### config.mk
export PLATFORM = sky130hd
export DESIGN_NAME = fc_input_layer
export DESIGN_NICKNAME = d
export VERILOG_FILES = /design/src/rtl/fc_input_layer.sv
export SDC_FILE = /design/constraint.sdc
export NUM_CORES = 1
export LEC_CHECK = 0
export BUFFER_PORTS_ARGS = -buffer_cell sky130_fd_sc_hd__buf_2
export CAP_MARGIN = 20
export CORE_ASPECT_RATIO = 2
export CORE_MARGIN = 1
export CORE_UTILIZATION = 55
export DETAILED_ROUTE_END_ITERATION = 8
export GPL_TIMING_DRIVEN = 0
export PLACE_DENSITY_LB_ADDON = 0.15
export SLEW_MARGIN = 20
export SYNTH_ARGS = -nofsm -noshare
export SYNTH_HDL_FRONTEND = slang
export SYNTH_SLANG_ARGS = --single-unit
### constraint.sdc
create_clock -name clk_i -period 2.75 [get_ports clk_i]
set_input_delay 0.55 -clock clk_i [delete_from_list [all_inputs] [get_ports clk_i]]
set_output_delay 0.55 -clock clk_i [all_outputs]
set_load 0.005 [all_outputs]
### src/rtl/fc_input_layer.sv
// fc_input_layer: pops LAYER_HEIGHT words from a first-word-fall-through FIFO and presents them as one vector.
// Define FC_INPUT_DOUBLE_BUFFER_EN for two ping-pong banks that keep collecting while a vector is held.
module fc_input_layer #(
  parameter int WORD_SIZE    = 8,
  parameter int LAYER_HEIGHT = 10
) (
  input  logic                                   clk_i,
  input  logic                                   reset_i,
  input  logic                                   empty_i,
  input  logic [WORD_SIZE-1:0]                   data_i,
  output logic                                   ren_o,
  output logic                                   valid_o,
  input  logic                                   ready_i,
  output logic [LAYER_HEIGHT-1:0][WORD_SIZE-1:0] data_o
);

  localparam int CNT_W = (LAYER_HEIGHT > 1) ? $clog2(LAYER_HEIGHT) : 1;
  localparam logic [CNT_W-1:0] LAST_SLOT = CNT_W'(LAYER_HEIGHT - 1);

  typedef enum logic {
    S_COLLECT,
    S_HOLD
  } state_t;

  logic [CNT_W-1:0] r_cnt;
  logic             w_ren;
  logic             w_last;
  logic             w_xfer;

  assign w_last = (r_cnt == LAST_SLOT);

`ifdef FC_INPUT_DOUBLE_BUFFER_EN

  // r_wr is the bank being filled, r_rd the bank presented; they coincide when both are empty or both are full.
  state_t                                         r_state [2];
  logic [1:0][LAYER_HEIGHT-1:0][WORD_SIZE-1:0]    r_bank;
  logic                                           r_wr;
  logic                                           r_rd;

  assign w_ren  = reset_i & ~empty_i & (r_state[r_wr] == S_COLLECT);
  assign w_xfer = (r_state[r_rd] == S_HOLD) & ready_i;

  always_ff @(posedge clk_i) begin
    if (!reset_i) begin
      r_state[0] <= S_COLLECT;
      r_state[1] <= S_COLLECT;
      r_bank     <= '0;
      r_cnt      <= '0;
      r_wr       <= 1'b0;
      r_rd       <= 1'b0;
    end else begin
      if (w_ren) begin
        for (int k = 0; k < LAYER_HEIGHT; k++) begin
          if (r_cnt == CNT_W'(k)) begin
            r_bank[r_wr][k] <= data_i;
          end
        end
        if (w_last) begin
          r_cnt          <= '0;
          r_state[r_wr]  <= S_HOLD;
          r_wr           <= ~r_wr;
        end else begin
          r_cnt <= r_cnt + 1'b1;
        end
      end
      // A capture and a transfer on the same edge always touch different banks.
      if (w_xfer) begin
        r_state[r_rd] <= S_COLLECT;
        r_rd          <= ~r_rd;
      end
    end
  end

  assign valid_o = (r_state[r_rd] == S_HOLD);
  assign data_o  = r_bank[r_rd];

`else

  state_t                                 r_state;
  logic [LAYER_HEIGHT-1:0][WORD_SIZE-1:0] r_bank;

  assign w_ren  = reset_i & ~empty_i & (r_state == S_COLLECT);
  assign w_xfer = (r_state == S_HOLD) & ready_i;

  always_ff @(posedge clk_i) begin
    if (!reset_i) begin
      r_state <= S_COLLECT;
      r_bank  <= '0;
      r_cnt   <= '0;
    end else begin
      case (r_state)
        S_COLLECT: begin
          if (w_ren) begin
            for (int k = 0; k < LAYER_HEIGHT; k++) begin
              if (r_cnt == CNT_W'(k)) begin
                r_bank[k] <= data_i;
              end
            end
            if (w_last) begin
              r_cnt   <= '0;
              r_state <= S_HOLD;
            end else begin
              r_cnt <= r_cnt + 1'b1;
            end
          end
        end
        S_HOLD: begin
          if (w_xfer) begin
            r_state <= S_COLLECT;
          end
        end
        default: r_state <= S_COLLECT;
      endcase
    end
  end

  assign valid_o = (r_state == S_HOLD);
  assign data_o  = r_bank;

`endif

  assign ren_o = w_ren;

endmodule

# [After elaboration in Yosys (flattened, before gate mapping)]
# Index checks and enable logic that the tools add are counted.
[word_totals] elab_cells=44 reg_bits=85 inputBits=12 output_inout_bits=82
[classes] reduce_logical=12 muxes=5 bitwise=5 n_eq_ne=9 n_addsub=1
[op_table] cell="$reduce_and A3 Y1" n=10
[op_table] cell="$eq A4 B3 Y1 const B" n=4
[op_table] cell="$eq A4 B2 Y1 const B" n=2
[op_table] cell="$eq A4 B4 Y1 const B" n=2
[op_table] cell="$add A4 B1 Y4 const B" n=1
[op_table] cell="$eq A4 B1 Y1 const B" n=1
[op_table] cell="$logic_not A4 Y1" n=1
[op_table] cell="$mux W4" n=1
[op_table] cell="$and A1 B1 Y1" n=3
[op_table] cell="$mux W1" n=3
[op_table] cell="$not A1 Y1" n=2
[op_table] cell="$pmux W1 S2" n=1
[op_table] cell="$reduce_and A2 Y1" n=1

# [Logic depth before layout (Yosys ltp)]
[logic_depth] depth_word=5 ltp_mapped=6 depth_no_buf=3

# [Worst setup path after synthesis]
# Ideal clock, no wire load.
[synth_timing] path_kind="input port to flip-flop" from="in reset_i" to="reg r_bank (netlist bit data_o[48])" setup_slack_ps=1177 path_buffers=2 arrival_ps=1499 path_stages=5 path_cell_list="buf_2 > nor4b_4 > and4b_1 > buf_4 > mux2i_1"
[synth_via] elab_chain_cells=3
[synth_rtl] element="start: declaration" line="8" text="input logic reset_i,"
[synth_rtl] element="$and A1 B1 Y1 (2 in series)" line="82" text="assign w_ren = reset_i & ~empty_i & (r_state == S_COLLECT);"
[synth_rtl] element="$reduce_and A3 Y1 (no line)"
[synth_rtl] element="end signal: indexed assignment" line="96" text="r_bank[k] <= data_i;"
[synth_rtl] element="end: declaration" line="80" text="logic [LAYER_HEIGHT-1:0][WORD_SIZE-1:0] r_bank;"
# Several ways; a longest one is shown, not always the timed one.
# A chain may end at the register's enable or synchronous reset.

# [Final worst setup path]
[layout_timing] from="reg r_state (netlist: valid_o)" to="out ren_o"
[layout_via] elab_chain_cells=2
[layout_rtl] element="start: declaration" line="79" text="state_t r_state;"
[layout_rtl] element="start signal: assignment" line="87" text="r_state <= S_COLLECT;"
[layout_rtl] element="start signal: assignment" line="101" text="r_state <= S_HOLD;"
[layout_rtl] element="start signal: assignment" line="109" text="r_state <= S_COLLECT;"
[layout_rtl] element="$not A1 Y1 (no line)"
[layout_rtl] element="$and A1 B1 Y1" line="82"
[layout_rtl] element="end: declaration" line="11" text="output logic ren_o,"
# No other way between the ends.

==> out/metrics.yaml <==
status: "complete, no violations"
start_util_pct: 57.8
stdcell_count: 469
cts.reportedPaths.clkPinSlew_ns: 0.08
drive_above_1_share_pct: 30.1
end_kind: "primary output"
vias: 2499
ys_types: 24
cts_resized: 0
fill_cells: 454
final_cell_mix: "buf_2 (98), nand2_1 (91), dfxtp_1 (85)"
post-cts-setup-buffers: 0
cp.required_ns: 2.20
crit_type: "reg2out"
die-area_sq_mm: 0.00612
hold_viol_final: 0
cts_tree: "yes"
fin_skew_ns: 0.00679
die_w_microns: 55.8
routedWlPerCell_microns: 15.9
hpwl_mm: 5.19
synth_nets: 315
maxSlewHeadroom_pct: 65.3
first_pass_iters: 4
drv_slew: 0
yosysWarnings: 0
ioPinCount: 94
drv_cap: 0
htreeDepth: 3
syn_area_per_cell_sq_um: 10.5
synth_seq_cells: 85
diodes: 0
finalWirelength_mm: 7.46
placed_cells: 455
cts_made_buffers: 9
io_buffers: 92
setup_viol: 0
die_h_microns: 110
track_usage_pct: 25.8
final_common_cell: "buf_2"
path_max_fanout: 8
finalPower_mw: 2.13
rows: 38
max_freq_mhz: 560
rsz0062_at_grt: "false"
worstPathArrival_ns: 1.24
min_period_over_period_pct: 64.9
worst_slack_ns: 0.965
nets: 418
grt_overflow: 0
leakage_nw: 2.20
whs_ns: 0.457
routed_via_density: 5.33
holdBufCountCts: 0
antenna_found_initial: 0
drtIter0Drc: 91
clockRootBuffer: "clkbuf_8"
worst_pin_slew_ns: 0.519
syn_inst: 303
setup_tns_ns: 0
gp_congestion: 0.808
worstSkewPairLatency_ns: 0.34
cts.sinks: 85
syn_to_final_growth_pct: 22.0
cp-start-kind: "flop"
grt_pass1_vias: 2436
ys_seq_area_share_pct: 53.4
power-per-cell-area_mw_per_mm2: 547
synth_area_sq_mm: 0.00319
cts_buffer_depth: 2
fin_crit_ns: 1.79
ant_nets: 0
dp_slack_ns: 0.890
drc: 0
ir_worst_vdd_uv: 408
core-area_sq_mm: 0.00552
grt_max_degree: 13
grt_first_pass_wirelength_mm: 11.9
hold_path.class: "reg2reg"
[routing by layer]
layer  global-route usage (%)  routed length [microns]  vias to the layer above
met5                        0                        0                        -
met4                     10.6                      121                        0
met3                     6.71                      336                       10
met2                     45.8                     3970                       69
met1                     29.2                     3030                     1200
li1                         -                        -                     1220
[synthesized netlist by cell type]
library cell / n / share of area (%)
a21boi_0: 3 / 0.71
buf_6: 1 / 0.35
nand4_1: 1 / 0.20
nor2b_1: 2 / 0.39
nand3_2: 5 / 1.6
buf_2: 6 / 0.94
o21ai_0: 1 / 0.16
or3_1: 2 / 0.39
dfxtp_1: 85 / 53
nor4b_4: 1 / 0.75
clkbuf_1: 9 / 1.1
nand2_1: 91 / 11
nand4_4: 1 / 0.67
nand2b_1: 1 / 0.20
nor3b_2: 1 / 0.39
xor2_1: 1 / 0.27
and4b_1: 1 / 0.31
buf_4: 3 / 0.71
nor2_1: 2 / 0.24
nand4b_1: 1 / 0.27
nand3_1: 2 / 0.31
o211ai_1: 1 / 0.24
nand4bb_1: 1 / 0.35
mux2i_1: 81 / 25
[where the power goes]
part	internal (mW)	switching, mW	total [mW]
clock network	0.365	0.398	0.763
registers	1.24	0.00538	1.25
logic	0.0378	0.0790	0.117
total	1.64	0.482	2.13
[worst max-delay path, stage by stage (launching register included)]
cell     delay, ns
dfxtp_1       0.39
nor3b_2       0.18
buf_4         0.19
buf_2         0.13
[worst paths after layout]
check             start         end  slack (ns)  depth (start not counted)
max reg2reg    r_cnt[2]   data_o[1]        1.27                          4
min reg2reg  data_o[51]  data_o[51]        0.46                          2
max             valid_o       ren_o        0.96                          3
min          data_o[51]  data_o[51]        0.46                          2
[cell families (layout without fill, tap and decap cells)]
group | Yosys count | count (layout) | share of synthesized area [%]
AND/OR/NAND/NOR | 112 | 112 | 16.8
multiplexers | 81 | 81 | 25.4
XOR/XNOR | 1 | 1 | 0.275
flip-flops | 85 | 85 | 53.4
buffers and inverters | 19 | 125 | 3.06
AO/OA/AOI/OAI | 5 | 5 | 1.10
[final cells by class]
type	count	area [sq um]	area share, %
sequential	85	1700	43.8
multi-input combinational	199	1390	35.7
timing repair buffer	92	460	11.8
clock buffer	12	155	3.99
buffer	19	97.6	2.51
tap	60	75.1	1.93
clock inverter	2	10.0	0.257
[registers in the layout, summed over array words and instances (netlist names)]
register,count
data_o,80
r_cnt,4
valid_o,1
[stage by stage]
stage,cell area [sq um],utilization [%]
after CTS,3890,70.5
after global placement,3720,67.5
after global routing,3890,70.5
after detailed placement,3720,67.5
after floorplan,3190,-
final,3890,70.5
Note: power is estimated with default switching activity, not from simulation.
